[config.mk]
export PLATFORM = sky130hd
export DESIGN_NAME = stepper_seq_ctrl
export DESIGN_NICKNAME = d
export VERILOG_FILES = /design/src/rtl/stepper_seq_ctrl.sv
export SDC_FILE = /design/constraint.sdc
export NUM_CORES = 1
export LEC_CHECK = 0
export CAP_MARGIN = 40
export CORE_ASPECT_RATIO = 0.6
export CORE_MARGIN = 1.5
export CORE_UTILIZATION = 30
export CTS_CLUSTER_SIZE = 8
export DETAILED_ROUTE_END_ITERATION = 8
export HOLD_SLACK_MARGIN = 0.15
export PLACE_DENSITY = 0.5
export SETUP_SLACK_MARGIN = 0.4
export SYNTH_ARGS = -nofsm -noshare
export SYNTH_HDL_FRONTEND = slang
export SYNTH_SLANG_ARGS = --single-unit
export TNS_END_PERCENT = 20
[constraint.sdc]
create_clock -name clk -period 8.3 [get_ports clk]
set_input_delay 0.83 -clock clk [delete_from_list [all_inputs] [get_ports clk]]
set_output_delay 0.83 -clock clk [all_outputs]
set_load 0.02 [all_outputs]
[src/rtl/stepper_seq_ctrl.sv]
// stepper_seq_ctrl
//   Four-coil unipolar stepper sequencer. Takes move commands (direction,
//   mode, step count, step period) over a valid/ready handshake. It times the
//   steps internally and drives wave, two-phase or half-step coil patterns.
//   It also tracks a signed absolute position in half-step units.
//
// Ports
//   clk, rst           clock (rising edge), asynchronous active-high reset
//   cmd_valid/ready    command handshake; ready only while idle
//   cmd_dir            1 = forward (index +), 0 = reverse
//   cmd_mode           00/11 half-step, 01 wave, 10 two-phase
//   cmd_steps          steps to execute (0 = no motion, done still pulses)
//   cmd_period         clocks per step (0 behaves as 1)
//   abort              ends a running move at the next edge, no step taken
//   hold_en            keep the last pattern energised while idle
//   coil_out           registered coil drive {A,B,C,D}
//   busy               high while a move runs
//   done               one-cycle pulse at the end of a move
//   aborted            the last move was ended by abort (held until next accept)
//   position           signed position, wraps at POS_W bits
module stepper_seq_ctrl #(
    parameter int CNT_W = 16,
    parameter int DIV_W = 20,
    parameter int POS_W = 24
) (
    input  logic             clk,
    input  logic             rst,
    input  logic             cmd_valid,
    output logic             cmd_ready,
    input  logic             cmd_dir,
    input  logic [1:0]       cmd_mode,
    input  logic [CNT_W-1:0] cmd_steps,
    input  logic [DIV_W-1:0] cmd_period,
    input  logic             abort,
    input  logic             hold_en,
    output logic [3:0]       coil_out,
    output logic             busy,
    output logic             done,
    output logic             aborted,
    output logic [POS_W-1:0] position
);

    typedef enum logic {ST_IDLE = 1'b0, ST_RUN = 1'b1} state_t;

    state_t             state_q, state_d;
    logic [2:0]         idx_q, idx_d;
    logic [POS_W-1:0]   pos_q, pos_d;
    logic [CNT_W-1:0]   rem_q, rem_d;
    logic [DIV_W-1:0]   div_q, div_d;
    logic [DIV_W-1:0]   per_q, per_d;
    logic               dir_q, dir_d;
    logic               full_q, full_d;     // full-step modes move two table entries
    logic [3:0]         coil_q, coil_d;
    logic               busy_q, busy_d;
    logic               done_q, done_d;
    logic               aborted_q, aborted_d;

    logic               accept;
    logic [2:0]         step_amt;
    logic [POS_W-1:0]   pos_amt;

    // Even entries energise one coil, odd entries two adjacent coils.
    function automatic logic [3:0] pattern(input logic [2:0] i);
        case (i)
            3'd0:    pattern = 4'b1000;
            3'd1:    pattern = 4'b1100;
            3'd2:    pattern = 4'b0100;
            3'd3:    pattern = 4'b0110;
            3'd4:    pattern = 4'b0010;
            3'd5:    pattern = 4'b0011;
            3'd6:    pattern = 4'b0001;
            default: pattern = 4'b1001;
        endcase
    endfunction

    always_comb begin
        accept    = cmd_valid && (state_q == ST_IDLE);
        step_amt  = full_q ? 3'd2 : 3'd1;
        pos_amt   = full_q ? POS_W'(2) : POS_W'(1);

        state_d   = state_q;
        idx_d     = idx_q;
        pos_d     = pos_q;
        rem_d     = rem_q;
        div_d     = div_q;
        per_d     = per_q;
        dir_d     = dir_q;
        full_d    = full_q;
        aborted_d = aborted_q;
        done_d    = 1'b0;

        case (state_q)
            ST_IDLE: begin
                if (accept) begin
                    dir_d     = cmd_dir;
                    full_d    = (cmd_mode == 2'b01) || (cmd_mode == 2'b10);
                    rem_d     = cmd_steps;
                    per_d     = (cmd_period == '0) ? DIV_W'(1) : cmd_period;
                    div_d     = per_d;
                    aborted_d = 1'b0;
                    // Snap onto the even (wave) or odd (two-phase) entries;
                    // this is alignment only and does not count as a step.
                    if (cmd_mode == 2'b01)
                        idx_d = {idx_q[2:1], 1'b0};
                    else if (cmd_mode == 2'b10)
                        idx_d = {idx_q[2:1], 1'b1};
                    if (cmd_steps == '0)
                        done_d = 1'b1;
                    else
                        state_d = ST_RUN;
                end
            end
            default: begin
                // Abort takes priority over a step landing on the same edge.
                if (abort) begin
                    state_d   = ST_IDLE;
                    done_d    = 1'b1;
                    aborted_d = 1'b1;
                end else if (div_q == DIV_W'(1)) begin
                    idx_d = dir_q ? (idx_q + step_amt) : (idx_q - step_amt);
                    pos_d = dir_q ? (pos_q + pos_amt) : (pos_q - pos_amt);
                    rem_d = rem_q - CNT_W'(1);
                    div_d = per_q;
                    if (rem_q == CNT_W'(1)) begin
                        state_d = ST_IDLE;
                        done_d  = 1'b1;
                    end
                end else begin
                    div_d = div_q - DIV_W'(1);
                end
            end
        endcase

        // Built from the current index, so the pattern trails an index change by one clock.
        coil_d = ((state_q == ST_RUN) || hold_en) ? pattern(idx_q) : 4'b0000;
        busy_d = (state_d == ST_RUN);
    end

    always_ff @(posedge clk or posedge rst) begin
        if (rst) begin
            state_q   <= ST_IDLE;
            idx_q     <= '0;
            pos_q     <= '0;
            rem_q     <= '0;
            div_q     <= '0;
            per_q     <= '0;
            dir_q     <= 1'b0;
            full_q    <= 1'b0;
            coil_q    <= 4'b0000;
            busy_q    <= 1'b0;
            done_q    <= 1'b0;
            aborted_q <= 1'b0;
        end else begin
            state_q   <= state_d;
            idx_q     <= idx_d;
            pos_q     <= pos_d;
            rem_q     <= rem_d;
            div_q     <= div_d;
            per_q     <= per_d;
            dir_q     <= dir_d;
            full_q    <= full_d;
            coil_q    <= coil_d;
            busy_q    <= busy_d;
            done_q    <= done_d;
            aborted_q <= aborted_d;
        end
    end

    assign cmd_ready = (state_q == ST_IDLE) && !rst;
    assign coil_out  = coil_q;
    assign busy      = busy_q;
    assign done      = done_q;
    assign aborted   = aborted_q;
    assign position  = pos_q;

endmodule

==> out/qor.yml <==
power:
  powerDensity_mw_per_mm2: 213
  fin_total_pwr_uw: 1520
  leakagePower_uw: 0.00304
  irDropWorstVdd_v: 0.0000962
setup_path:
  critical_path.cell_chain: "clkdlybuf4s50_1, nand2b_1, nand2_1, and2_1, and3_1, o21ai_0, o221a_2"
  crit_path_start_kind: "input pin"
  cp.arrival_ps: 3750
  crit_required_ps: 8600
  r2r-start: "dir_q"
  slowest_delay_ps: 630
  crit_type: "input pin to register"
  startpoint: "abort"
  cp_slowest_cell: "and2_1"
  endpoint_kind: "register"
  worstPathMaxFanout: 21
clocking:
  clock-sinks: 92
  clock_path_buffers: 2
  htreeDepth: 3
  hold_buffers: 0
  path_clk_slew_ps: 70
  cts_resized: 0
  clock_latency_ps: 360
  numCtsBuffers: 9
  cts-root-buf: "clkbuf_16"
  post-cts-setup-buffer-count: 0
  cts_tree: "done"
yosys:
  synth_warnings: 0
  syn-cell-area_mm2: 0.00581
  syn_area_per_cell_um2: 8.25
  synth_area_leaders: "dfrtp_1 (40%), nand2_1 (8.6%), ha_1 (6.5%)"
  syn_inst: 704
  synthArstFlopShare_pct: 100
  synth.net_count: 780
  synth_edf_count: 0
  synth_top_area_cell: "dfrtp_1"
  ys_ff_latch: 92
  yosysSeqAreaShare_pct: 39.6
  synth.distinct_cells: 62
  yosys_most_used_dff: "dfrtp_1"
  synth_top_area_share_pct: 39.6
placement:
  port_buffers: 75
  hpwl_mm: 13.1
  gp_congestion: 0.898
grt:
  grt_pass1_vias: 5163
  overflow: 0
  grt_max_degree: 47
  antenna_found_initial: 0
  grt_use_total_pct: 18.2
  grt_first_pass_wirelength_mm: 28.5
sta:
  tns_ps: 0
  slew_violations: 0
  tightest_slew_ps: 845
  rsz0062_at_grt: "false"
  period_minus_slack_ps: 3460
  timing_hold_violations_final: 0
  setup_violations: 0
  fin_worst_skew_ps: 11.0
  max_slew_margin_pct: 43.6
  min_period_over_period_pct: 41.6
  fmax_ghz: 0.289
floorplan:
  die_width_um: 183
  rows: 39
  start_util_pct: 30.6
  die_y_um: 111
  core_mm2: 0.0190
  dieArea_mm2: 0.0202
  io_pins: 76
finish:
  drive_above_1_share_pct: 6.46
  nets: 845
  area_delta_synth_final_pct: 22.8
  diodes: 0
  post-route-util_pct: 37.6
route:
  vias_per_cell: 5.31
  met1_length_mm: 9.53
  wl_mm: 17.8
  wl_per_cell_um: 17.4
  drc_errors: 0
  routed-wl-met2_mm: 7.00
  drtAntennaViolNets: 0
  drt_iter0_markers: 471
  dr_wl_met3_mm: 1.07
  first_pass_iters: 5
  vias: 5413
  dr.max_layer_used: "met4"
min_path:
  min_from: "position[23]"
  worstHoldPathType: "register to register"
outcome:
  status: "complete, no violations"
flow_run:
  maxCapViolCount: 0
## area by class of cell
class | count | area [um2]
Fill cell | 1943 | 11800
Multi-Input combinational cell | 558 | 3290
Sequential cell | 92 | 2300
Timing Repair Buffer | 83 | 835
Tap cell | 246 | 308
Clock buffer | 9 | 225
Inverter | 25 | 95.1
Clock inverter | 7 | 76.3
## path summary, 6_finish.rpt
| check | endpoint | slack, ps | cells past startpoint |
|---|---|---|---|
| setup / recovery | rem_q[10] | 4840 | 7 |
| hold / removal | position[23] | 460 | 1 |
| setup reg to reg | position[20] | 4960 | 9 |
| hold reg to reg | position[23] | 460 | 1 |
| max in group asynchronous | idx_q[0] | 6380 | 4 |
| min in group asynchronous | rem_q[14] | 850 | 2 |
## cell usage in the layout (no fill, tap or decap), types with 5 or more instances in the layout
cell               n
nand2_1          133
nor3_1            11
xnor2_1           12
nor2_1            63
o21ai_1           12
dfrtp_1           92
buf_4              5
xor2_1            12
nand3_1           18
inv_1             24
o211ai_1           7
o21a_1             6
clkbuf_16          9
nand4_1            5
a21oi_1           62
a31oi_1            9
clkdlybuf4s50_1   75
nor4_1            14
ha_1              30
o22ai_1           10
o21ai_0           68
or3_1              5
a21o_1            10
## metal layers
| metal | GRT usage [%] | vias to the layer above |
|---|---|---|
| li1 | - | 2652 |
| met1 | 28.6 | 2574 |
| met2 | 24.5 | 177 |
| met3 | 4.43 | 10 |
| met4 | 3.97 | 0 |
| met5 | 0 | - |
## logic make-up after synthesis
kind of cell               after synthesis  synth area share (%)
and+or+nand+nor                        277                  21.9
AOI/OAI and AO/OA                      220                  23.0
DFF                                     92                  39.6
buffers and inverters                   54                  3.73
adders and majority gates               32                  7.15
xor gates and xnor gates                24                  3.62
muxes                                    5                 0.948
## critical path, delay by kind of cell
kind	cells	cell delay, ps
simple gates	4	2030
buf+inv	1	550
compound gates	2	330
## where the power goes
group	internal, uW	switching, uW	total [uW]	leakage (uW)
Clock	235	195	430	0.000142
Sequential	538	106	644	0.00115
Combinational	181	265	446	0.00174
Total	954	565	1520	0.00304
## per-stage QoR
step | instance area (um2) | cells | hold slack (ps) | setup slack [ps]
final | 7130 | 1020 | 465 | 4840
after global routing | 7130 | 1020 | 498 | 4650
after CTS | 7130 | 1020 | 471 | 4900
after detailed placement | 6830 | 1004 | 459 | 4540
after global placement | 6790 | 1001 | 464 | 4680
after floorplan | 5810 | 704 | 446 | 5080
## flip-flops by register name (all words and copies together), names as in the netlist
register	count
rem_q	16
position	24
div_q	20
busy	1
per_q	20
done	1
coil_out	4
dir_q	1
full_q	1
aborted	1
idx_q	3
## cell usage after synthesis, types with 4 or more instances
master,count
a21o_1,10
a21oi_1,62
a221o_1,4
a2bb2oi_1,4
a31oi_1,9
and3_1,4
buf_2,11
clkbuf_1,16
dfrtp_1,92
ha_1,30
inv_1,25
mux2_2,4
nand2_1,133
nand3_1,18
nand4_1,5
nor2_1,63
nor3_1,11
nor4_1,14
o211ai_1,7
o21a_1,6
o21ai_0,68
o21ai_1,12
o22ai_1,10
or3_1,5
xnor2_1,12
xor2_1,12
Note: power is estimated with default switching activity, not from simulation.
